`config.mk`:
```
export PLATFORM = sky130hd
export DESIGN_NAME = one_shot_debouncer_array
export DESIGN_NICKNAME = d
export VERILOG_FILES = /design/src/rtl/one_shot_debouncer_array.sv
export SDC_FILE = /design/constraint.sdc
export NUM_CORES = 1
export LEC_CHECK = 0
export BUFFER_PORTS_ARGS = -buffer_cell sky130_fd_sc_hd__buf_2
export CAP_MARGIN = 30
export CORE_ASPECT_RATIO = 1.5
export CORE_MARGIN = 1.5
export CORE_UTILIZATION = 55
export DETAILED_ROUTE_END_ITERATION = 16
export PLACE_DENSITY = 0.74
export SYNTH_ARGS = -nofsm -noshare
export SYNTH_HDL_FRONTEND = slang
export SYNTH_SLANG_ARGS = --single-unit
export TNS_END_PERCENT = 100
```
`constraint.sdc`:
```
create_clock -name clk -period 2.41 [get_ports clk]
set_input_delay 0.482 -clock clk [delete_from_list [all_inputs] [get_ports clk]]
set_output_delay 0.482 -clock clk [all_outputs]
set_load 0.01 [all_outputs]
```
`src/rtl/one_shot_debouncer_array.sv`:
```
// rtl/one_shot_debouncer_array.sv - bank of independent one-shot input debouncers
//
// Purpose:
//   Each channel synchronises a raw asynchronous input with two flip-flops.
//   It then qualifies the input as high for STABLE_CYCLES clocks before it
//   emits a single-cycle press pulse and raises the debounced level. A release
//   hold-off of HOLDOFF_CYCLES low clocks is required before the channel
//   re-arms.
//
// Optional feature macro: RELEASE_PULSE_EN
//   When defined, release_pulse[i] pulses for one cycle on the same edge that
//   level[i] falls. When undefined, release_pulse is tied to 0.
//
// Ports:
//   clk            in   1         single clock, rising edge
//   rst_n          in   1         asynchronous active-low reset
//   din            in   CHANNELS  raw inputs, asynchronous to clk, active high
//   level          out  CHANNELS  debounced level per channel (registered)
//   press          out  CHANNELS  one-cycle pulse per qualified press
//   release_pulse  out  CHANNELS  one-cycle pulse per qualified release
//   press_any      out  1         OR of press

module one_shot_debouncer_array #(
    parameter int CHANNELS       = 4,
    parameter int STABLE_CYCLES  = 128,
    parameter int HOLDOFF_CYCLES = 128
) (
    input  logic                clk,
    input  logic                rst_n,
    input  logic [CHANNELS-1:0] din,
    output logic [CHANNELS-1:0] level,
    output logic [CHANNELS-1:0] press,
    output logic [CHANNELS-1:0] release_pulse,
    output logic                press_any
);

    localparam int MAX_CYCLES = (STABLE_CYCLES > HOLDOFF_CYCLES) ? STABLE_CYCLES : HOLDOFF_CYCLES;
    localparam int CW         = $clog2(MAX_CYCLES + 1);

    localparam logic [CW-1:0] STABLE_CNT  = CW'(STABLE_CYCLES);
    localparam logic [CW-1:0] HOLDOFF_CNT = CW'(HOLDOFF_CYCLES);
    localparam logic [CW-1:0] CNT_ONE     = CW'(1);

    typedef enum logic [1:0] {
        IDLE = 2'd0,
        ARM  = 2'd1,
        HELD = 2'd2,
        HOLD = 2'd3
    } state_t;

    for (genvar i = 0; i < CHANNELS; i++) begin : g_ch
        logic          sync1;
        logic          s;
        state_t        state;
        state_t        state_nxt;
        logic [CW-1:0] cnt;
        logic [CW-1:0] cnt_nxt;
        logic          level_q;
        logic          level_nxt;
        logic          press_q;
        logic          press_nxt;

        // Two-stage synchroniser; only s is used downstream.
        always_ff @(posedge clk or negedge rst_n) begin
            if (!rst_n) begin
                sync1 <= 1'b0;
                s     <= 1'b0;
            end else begin
                sync1 <= din[i];
                s     <= sync1;
            end
        end

        // State register, plus registered outputs.
        always_ff @(posedge clk or negedge rst_n) begin
            if (!rst_n) begin
                state   <= IDLE;
                cnt     <= '0;
                level_q <= 1'b0;
                press_q <= 1'b0;
            end else begin
                state   <= state_nxt;
                cnt     <= cnt_nxt;
                level_q <= level_nxt;
                press_q <= press_nxt;
            end
        end

        // Next-state and counter. The counter is reset on every transition,
        // so it never exceeds the threshold of the state it is counting in.
        always_comb begin
            state_nxt = state;
            cnt_nxt   = cnt;
            case (state)
                IDLE: begin
                    if (s) begin
                        state_nxt = ARM;
                        cnt_nxt   = CNT_ONE;
                    end else begin
                        cnt_nxt   = '0;
                    end
                end
                ARM: begin
                    if (!s) begin
                        state_nxt = IDLE;
                        cnt_nxt   = '0;
                    end else if (cnt == STABLE_CNT) begin
                        state_nxt = HELD;
                        cnt_nxt   = '0;
                    end else begin
                        cnt_nxt   = cnt + CNT_ONE;
                    end
                end
                HELD: begin
                    if (!s) begin
                        state_nxt = HOLD;
                        cnt_nxt   = CNT_ONE;
                    end
                end
                HOLD: begin
                    if (s) begin
                        // Bounce during release: go back to held without a new press.
                        state_nxt = HELD;
                        cnt_nxt   = '0;
                    end else if (cnt == HOLDOFF_CNT) begin
                        state_nxt = IDLE;
                        cnt_nxt   = '0;
                    end else begin
                        cnt_nxt   = cnt + CNT_ONE;
                    end
                end
                default: begin
                    state_nxt = IDLE;
                    cnt_nxt   = '0;
                end
            endcase
        end

        // Output logic: press is a single-cycle pulse; level holds otherwise.
        always_comb begin
            press_nxt = 1'b0;
            level_nxt = level_q;
            if (state == ARM && s && cnt == STABLE_CNT) begin
                press_nxt = 1'b1;
                level_nxt = 1'b1;
            end
            if (state == HOLD && !s && cnt == HOLDOFF_CNT) begin
                level_nxt = 1'b0;
            end
        end

`ifdef RELEASE_PULSE_EN
        logic release_q;
        logic release_nxt;

        always_comb begin
            release_nxt = 1'b0;
            if (state == HOLD && !s && cnt == HOLDOFF_CNT) begin
                release_nxt = 1'b1;
            end
        end

        always_ff @(posedge clk or negedge rst_n) begin
            if (!rst_n) begin
                release_q <= 1'b0;
            end else begin
                release_q <= release_nxt;
            end
        end

        assign release_pulse[i] = release_q;
`else
        assign release_pulse[i] = 1'b0;
`endif

        assign level[i] = level_q;
        assign press[i] = press_q;
    end

    assign press_any = |press;

endmodule

```
==> results of run 1 <==
cells in the final DEF, fill, tap and decap left out, drive strengths merged, types with 2 or more instances in the layout:
master | netlist | final
a211oi | 3 | 3
a21o | 9 | 9
a21oi | 9 | 9
a22o | 10 | 10
a31oi | 2 | 2
and3 | 4 | 4
and4bb | 2 | 2
buf | 14 | 15
clkbuf | 1 | 5
clkinv | 0 | 2
conb | 1 | 4
dfrtp | 56 | 56
ha | 8 | 8
inv | 19 | 20
mux2 | 2 | 2
nand2 | 26 | 26
nand3 | 14 | 14
nand3b | 4 | 4
nand4 | 4 | 4
nor2 | 26 | 26
nor3 | 8 | 8
nor3b | 6 | 6
nor4b | 2 | 2
o21ai | 13 | 13
o221ai | 2 | 2
o22ai | 2 | 2
or4 | 2 | 2
xnor2 | 8 | 8
xor2 | 7 | 7
stage by stage:
step / hold WS, ps / worst slack, ps / power, mW / utilization
after floorplan: 186 / 836 / 1.06 / -
after global placement: 333 / 666 / 1.09 / 0.596
after detailed placement: 338 / 634 / 1.09 / 0.596
after CTS: 121 / 556 / 1.62 / 0.615
after global routing: 138 / 473 / 1.67 / 0.615
final: 115 / 570 / 1.60 / 0.615
cell families (layout without fill, tap and decap cells):
logic type,count (synthesis),after routing,synth area share
DFF,56,56,0.494
buffers and inverters,34,42,0.0639
adders and majority gates,8,8,0.0353
muxes,3,3,0.0115
and+or+nand+nor,104,104,0.203
xor gates and xnor gates,15,15,0.0463
AOI/OAI and AO/OA,56,56,0.145
other,1,4,0.00132
routing by layer:
layer	routed length (µm)	track usage	up-vias
met5	0	0	-
met3	120	0.0385	5
li1	-	-	967
met4	78	0.0780	0
met2	2260	0.283	27
met1	2040	0.226	935
power by group:
part | switching, mW | internal, mW | leakage (nW)
registers | 0.0216 | 0.958 | 0.746
logic | 0.0566 | 0.0351 | 0.645
clock network | 0.318 | 0.213 | 0.0487
sequential cells by signal (all words and copies together), names as in the netlist, named ones only:
| name | count |
|---|---|
| g_ch.state | 4 |
| g_ch.sync1 | 4 |
| g_ch.press_q | 4 |
| g_ch.cnt | 32 |
| g_ch.level_q | 4 |
| g_ch.s | 4 |
how the worst max path moves through the flow:
stage,start,to,slack (ps)
4_1_cts,g_ch[1].press_q,press_any,560
3_3_place_gp,g_ch[2].cnt[0],g_ch[2].cnt[6],670
2_1_floorplan,g_ch[3].cnt[0],g_ch[3].cnt[2],840
5_1_grt,g_ch[2].cnt[0],g_ch[2].cnt[5],470
6_report,g_ch[1].press_q,press_any,570
3_5_place_dp,g_ch[2].cnt[0],g_ch[2].cnt[5],630
cell type report:
class / count / area [µm²] / share of cell area
clock buffer: 5 / 68.8 / 0.0229
clock inverter: 3 / 26.3 / 0.00874
inverter: 19 / 71.3 / 0.0237
multi-input combinational: 190 / 1270 / 0.421
sequential: 56 / 1400 / 0.466
tap: 66 / 82.6 / 0.0275
timing repair buffer: 15 / 90.1 / 0.0300
==> impl_metrics.csv, run 1 <==
group,metric,value,unit
routing,drt-initial-drc-count,69,
synthesis,synth.distinct_cells,50,
synthesis,postSynthCellCount,277,
routing,dr.pass1.iters,4,
worst_setup_path,path_cells,"or4_1, buf_2",
cells_and_area,fin_area,3010,µm²
cells_and_area,antenna_cells,0,
outcome,status,"complete, no violations",
synthesis,yosys-top-cells-area,"dfrtp_1 49%, ha_1 3.5%, nand2_1 3.4%",
place,dp_cells,346,
power,p_per_area,533,nW/µm²
floorplanning,fp.dieW,61.7,µm
cts,cts_resized,0,
routing,wl_per_cell,12.7,µm
global_route,antenna_found_initial,0,
synthesis,synth_edf_count,0,
worst_setup_path,end_kind,"output port",
cells_and_area,drive_above_1_share,0.111,
floorplanning,die_y,91.0,µm
worst_setup_path,crit_arrival,1360,ps
cts,path_clk_slew,110,ps
floorplanning,ioPinCount,19,
global_route,grt_max_degree,38,
timing,finalSetupViolCount,0,
worst_setup_path,path_class,"reg2out",
cts,cts_buffers,5,
synthesis,synth_seq_cells,56,
cts,clockRootBuffer,"clkbuf_8",
synthesis,yosysMostFrequentCell,"dfrtp_1",
power,peakVddDrop,0.318,mV
worst_setup_path,crit_cells,2,
floorplanning,dieArea,5610,µm²
synthesis,syn_avg_cell_area,10.2,µm²
timing,tns,0,ps
cells_and_area,final_cells,354,
global_route,overflow,0,
place,place_area,2910,µm²
worst_hold_path,hold_class,"in2async",
floorplanning,row_count,31,
synthesis,synthTopCellsByCount,"56 x dfrtp_1, 26 x nand2_1, 26 x nor2_1",
routing,wirelength,4500,µm
synthesis,synth_top_area_share,0.494,
global_route,grt_pass1_wl,7690,µm
place,io_buffers,14,
cells_and_area,final_nets,301,
place,routabilityCongestion,0.825,
worst_setup_path,cp_data_required_time,1930,ps
timing,drv_slew,0,
cts,cts_setup_buffers,0,
worst_setup_path,cpLargestDelayFamily,"simple AND/OR/NAND/NOR gates",
cells_and_area,areaGrowthSynthToFinish,5.95,%
global_route,grt_use_total,0.178,
routing,drc_errors,0,
synthesis,yosys_warnings,0,
cts,clkSinkCount,56,
cts,cts_tree,"done",
routing,antenna_left,0,
timing,max_freq,543,MHz
floorplanning,core_region_area,4890,µm²
worst_setup_path,critPathMaxStageDelay,510,ps
cells_and_area,nFillCells,426,
timing,tightest_slew,543,ps
routing,vias_per_cell,5.46,
floorplanning,initial_utilization,0.581,
worst_setup_path,r2r-end,"g_ch[2].cnt[5]",
timing,fin_crit_sh,0.763,
place,dp_hpwl,3240,µm
cts,cts_max_level,2,
synthesis,synth_ff_type,"dfrtp_1",
synthesis,yosysTopAreaCell,"dfrtp_1",
timing,fin_skew,7.52,ps
timing,maxSlewHeadroom,0.637,
power,leakagePower,1.44,nW
worst_setup_path,critPathSlowestCell,"or4_1",
worst_setup_path,worstReg2RegStart,"g_ch[2].cnt[0]",
synthesis,ys_seq_area_frac,0.494,
timing,hold_viol_final,0,
synthesis,syn_area,2840,µm²
routing,num_vias,1934,
run,cap_violations,0,
global_route,grt_pass1_vias,1859,
synthesis,synthArstFlopShare,1.00,
cts,holdBufCountCts,0,
timing,finalCriticalPeriod,1840,ps
timing,rsz0062_at_grt,"false",
worst_setup_path,r2r_setup_slack,620,ps
cts,clockBufferDepth,2,
worst_setup_path,reg2reg_depth,6,
cts,clkLatencyLatePin,310,ps
worst_setup_path,cp-start-kind,"flop",
worst_setup_path,path_buf_inv,1,
worst_setup_path,worstPathMaxFanout,2,
(Power assumes the default switching activity.)
==> inputs of run 2 (changes only) <==
- clock period: 2.41 -> 1.75 ns (I/O delays scaled with it)
==> impl_metrics.csv, run 2 (same netlist as run 1, synthesis figures left out) <==
group,metric,value,unit
worst_setup_path,cpLargestDelayFamily,"simple AND/OR/NAND/NOR gates",
routing,wirelength,4710,µm
place,dp_hpwl,3290,µm
cts,clkSinkCount,56,
cells_and_area,final_common_cell,"dfrtp_1",
worst_setup_path,r2r_setup_slack,30,ps
cts,cts_tree,"done",
timing,tightest_slew,499,ps
place,dp_cells,355,
cells_and_area,drive_above_1_share,0.145,
cells_and_area,antenna_cells,0,
power,p_per_area,780,nW/µm²
cts,holdBufCountCts,0,
timing,maxSlewHeadroom,0.666,
floorplanning,row_count,31,
place,routabilityCongestion,0.878,
outcome,status,"complete, no violations",
routing,drt-initial-drc-count,100,
cells_and_area,largest_register_ffs,32,
routing,drc_errors,0,
global_route,grt_pass1_wl,8090,µm
timing,rsz0062_at_grt,"true",
worst_setup_path,end_kind,"flop",
cts,path_clk_slew,90,ps
timing,timing.hold.ws,32.9,ps
floorplanning,initial_utilization,0.581,
worst_setup_path,reg2reg_depth,6,
worst_setup_path,path_cells,"inv_1, ha_1, nand4bb_1, or4_4, a21oi_4, nor2_1",
timing,fin_skew,5.92,ps
floorplanning,ioPinCount,19,
cts,clockRootBuffer,"clkbuf_8",
global_route,met1_usage,0.238,
global_route,grt_max_degree,57,
global_route,overflow,0,
timing,finalSetupViolCount,0,
worst_setup_path,worstPathMaxFanout,7,
cells_and_area,final_cells,362,
floorplanning,core_region_area,4890,µm²
worst_setup_path,critPathMaxStageDelay,470,ps
timing,drv_slew,0,
global_route,antenna_found_initial,0,
worst_setup_path,path_class,"reg2reg",
cells_and_area,areaGrowthSynthToFinish,10.4,%
run,cap_violations,0,
cells_and_area,final_nets,310,
power,power,2.45,mW
floorplanning,fp.dieW,61.7,µm
floorplanning,die_y,91.0,µm
worst_setup_path,path_buf_inv,1,
global_route,grt_use_total,0.187,
timing,finalCriticalPeriod,1720,ps
cts,clockBufferDepth,2,
cts,clkLatencyLatePin,290,ps
routing,wl_per_cell,13.0,µm
worst_setup_path,worstReg2RegStart,"g_ch[3].cnt[0]",
routing,dr.pass1.iters,4,
worst_setup_path,r2r-end,"g_ch[3].cnt[6]",
global_route,grtUsageMet3,0.0470,
global_route,globalRoute.busiestLayer,"met2",
timing,fin_crit_sh,0.982,
power,leakagePower,1.51,nW
power,peakVddDrop,0.632,mV
cells_and_area,final_cell_mix,"56 x dfrtp_1, 26 x nor2_1, 26 x nand2_1",
routing,vias_per_cell,5.46,
timing,max_freq,582,MHz
cells_and_area,regMostFlops,"g_ch.cnt",
worst_setup_path,cp_data_required_time,1930,ps
cts,cts_buffers,5,
global_route,use_met2,0.296,
routing,num_vias,1976,
worst_setup_path,critPathSlowestCell,"or4_4",
routing,antenna_left,0,
floorplanning,dieArea,5610,µm²
global_route,grt_pass1_vias,1924,
worst_setup_path,crit_arrival,1900,ps
place,io_buffers,14,
worst_hold_path,hold_class,"in2async",
cts,cts_max_level,2,
timing,hold_viol_final,0,
worst_setup_path,cp-start-kind,"flop",
run 2: how the worst max path moves through the flow:
stage	cells past startpoint	endpoint	from
global route	6	g_ch[3].cnt[7]	g_ch[3].cnt[0]
global placement	6	g_ch[3].cnt[7]	g_ch[3].cnt[0]
finish	6	g_ch[3].cnt[6]	g_ch[3].cnt[0]
detailed placement	6	g_ch[3].cnt[6]	g_ch[3].cnt[0]
floorplan	6	g_ch[3].cnt[2]	g_ch[3].cnt[0]
CTS	6	g_ch[3].cnt[6]	g_ch[3].cnt[0]
run 2: where the power goes:
part           switching [mW]  internal [mW]
registers              0.0258           1.32
clock network           0.390          0.563
logic                  0.0864         0.0610
total                   0.502           1.94
run 2: timing repair:
| action | CTS | global route |
|---|---|---|
| pin swaps | 0 | 1 |
| endpoints found under the setup margin | 7 | 11 |
| gates resized for setup | 1 | 4 |
| cloned | 0 | 0 |
| setup buffers | 0 | 0 |
run 2: worst reg2reg max path: cells and delay by family (launching register included):
family                     cells  cell delay, ps
AOI/OAI and AO/OA              1             260
adders and majority gates      1             150
buffers and inverters          1             100
DFF                            1             410
and+or+nand+nor                3             690
run 2: stage by stage:
| step | TNS, ps | worst slack [ps] | cell area (µm²) | utilization |
|---|---|---|---|---|
| 2_1_floorplan | 0 | 176 | 2850 | - |
| 3_3_place_gp | 0 | 43.1 | 2980 | 0.610 |
| 3_5_place_dp | -135 | -27.4 | 2980 | 0.610 |
| 4_1_cts | 0 | 33.8 | 3120 | 0.637 |
| 5_1_grt | -116 | -21.0 | 3130 | 0.641 |
| 6_report | 0 | 30.7 | 3130 | 0.641 |
run 2: layout make-up:
class,count,area (µm²)
Clock buffer,5,68.8
Timing Repair Buffer,24,164
Clock inverter,2,60.1
Tap cell,66,82.6
Inverter,19,71.3
Fill cell,402,1750
Multi-Input combinational cell,190,1290
Sequential cell,56,1400
run 2: layer usage:
| layer | wire length (µm) | vias to the layer above | part of all wire |
|---|---|---|---|
| li1 | - | 983 | - |
| met1 | 2130 | 967 | 0.45 |
| met2 | 2390 | 22 | 0.51 |
| met3 | 123 | 4 | 0.026 |
| met4 | 57 | 0 | 0.012 |
| met5 | 0 | - | 0 |
==> inputs of run 3 (changes only) <==
- PLACE_DENSITY: 0.74 -> 0.72
==> impl_metrics.csv, run 3 (same netlist as run 1, synthesis figures left out) <==
group,metric,value,unit
outcome,status,"complete, no violations",
run,cap_violations,0,
cts,clkLatencyLatePin,310,ps
global_route,grt_max_degree,57,
floorplanning,fp.dieW,61.7,µm
worst_setup_path,cp-start-kind,"flop",
timing,fin_crit_sh,0.972,
global_route,antenna_found_initial,0,
timing,finalCriticalPeriod,1700,ps
worst_setup_path,worstPathMaxFanout,2,
power,power_switching_share,0.243,
routing,wl_per_cell,12.9,µm
place,dp_cells,354,
worst_setup_path,reg2reg_depth,6,
global_route,grt_use_total,0.182,
worst_setup_path,startpoint,"g_ch[1].press_q",
cells_and_area,regMostFlops,"g_ch.cnt",
floorplanning,ioPinCount,19,
worst_setup_path,r2r_setup_slack,90,ps
routing,wirelength,4660,µm
timing,fin_skew,11.2,ps
floorplanning,row_count,31,
global_route,grt_pass1_wl,7990,µm
timing,drv_slew,0,
cts,path_clk_slew,100,ps
power,power,2.20,mW
timing,max_freq,588,MHz
timing,timing.hold.ws,3.40,ps
cts,holdBufCountCts,0,
cells_and_area,final_cell_mix,"56 x dfrtp_1, 26 x nor2_1, 26 x nand2_1",
cts,cts_tree,"done",
cts,cts_max_level,2,
power,seq_power_share,0.612,
timing,hold_viol_final,0,
place,io_buffers,14,
cells_and_area,largest_register_ffs,32,
timing,rsz0062_at_grt,"true",
worst_hold_path,hold_class,"in2async",
global_route,grt_pass1_vias,1869,
place,dp_hpwl,3200,µm
power,power.switching,0.535,mW
cts,clockRootBuffer,"clkbuf_8",
worst_setup_path,path_class,"reg2out",
worst_setup_path,worstReg2RegStart,"g_ch[3].cnt[0]",
routing,dr.pass1.iters,4,
cts,cts_buffers,5,
routing,antenna_left,0,
power,combPwrFrac,0.066,
power,leakagePower,1.48,nW
floorplanning,dieArea,5610,µm²
cells_and_area,drive_above_1_share,0.142,
floorplanning,core_region_area,4890,µm²
power,peakVddDrop,0.497,mV
cells_and_area,final_nets,309,
floorplanning,die_y,91.0,µm
power,p_clk_frac,0.322,
global_route,globalRoute.busiestLayer,"met2",
worst_setup_path,crit_arrival,1350,ps
global_route,overflow,0,
cts,clkSinkCount,56,
cells_and_area,fin_area,3090,µm²
cts,clockBufferDepth,2,
place,place_area,2970,µm²
global_route,met1_usage,0.237,
power,p_int,1.67,mW
cells_and_area,final_cells,362,
global_route,grtUsageMet3,0.0342,
cells_and_area,post-route-util,0.632,
cells_and_area,antenna_cells,0,
routing,num_vias,1970,
worst_setup_path,r2r-end,"g_ch[3].cnt[2]",
routing,drc_errors,0,
worst_setup_path,cp_data_required_time,1400,ps
worst_setup_path,end_kind,"output port",
routing,drt-initial-drc-count,133,
place,routabilityCongestion,0.815,
cells_and_area,areaGrowthSynthToFinish,8.77,%
routing,vias_per_cell,5.44,
cells_and_area,final_common_cell,"dfrtp_1",
power,p_per_area,713,nW/µm²
timing,finalSetupViolCount,0,
floorplanning,initial_utilization,0.581,
global_route,use_met2,0.293,
## run 3: cell types whose count changed in the layout (fill, tap and decap cells not counted), sizes merged
cell      before  now
clkbuf         5    6
clkinv         0    1
clkinvlp       0    1
buf           24   23
bufinv         2    0
## run 3: layer usage
layer,up-vias,routed length [µm],share of wire
li1,980,-,-
met1,953,2110,0.45
met2,33,2380,0.51
met3,4,127,0.027
met4,0,44,0.0094
met5,-,0,0
## run 3: how the worst max path moves through the flow
| stage | to | cells after the start |
|---|---|---|
| 3_5_place_dp | g_ch[3].cnt[6] | 6 |
| 4_1_cts | press_any | 2 |
| 5_1_grt | press_any | 2 |
| 2_1_floorplan | g_ch[3].cnt[2] | 6 |
| 3_3_place_gp | g_ch[3].cnt[7] | 6 |
| 6_report | press_any | 2 |
## run 3: what timing repair did
action                     4_1_cts  5_1_grt
setup buffers                    0        0
gates resized for setup          1        5
setup endpoints to repair        7       19
pin swaps                        0        1
gates cloned                     0        0
## run 3: critical path, stage by stage, from the launching register on
cell,delay (ps)
dfrtp_1,400
or4_1,500
buf_2,150
## run 3: metrics by stage
stage | worst slack, ps | TNS (ps)
floorplan | 176 | 0
global placement | 55.8 | 0
detailed placement | -20.7 | -87.1
CTS | 37.9 | 0
global route | -32.1 | -32.2
finish | 48.5 | 0
## run 3: cell type report
cell class                      count  area [µm²]
Inverter                           19        71.3
Clock buffer                        6        72.6
Timing Repair Buffer               23         154
Tap cell                           66        82.6
Multi-Input combinational cell    190        1290
Clock inverter                      2        16.3
Fill cell                         424        1800
Sequential cell                    56        1400
## run 3: power groups by stage
stage	Combinational, mW	Clock, mW	Sequential [mW]
detailed placement	0.142	0	1.37
global placement	0.139	0	1.37
finish	0.145	0.709	1.35
floorplan	0.0912	0	1.37
CTS	0.145	0.736	1.35
global route	0.165	0.789	1.35
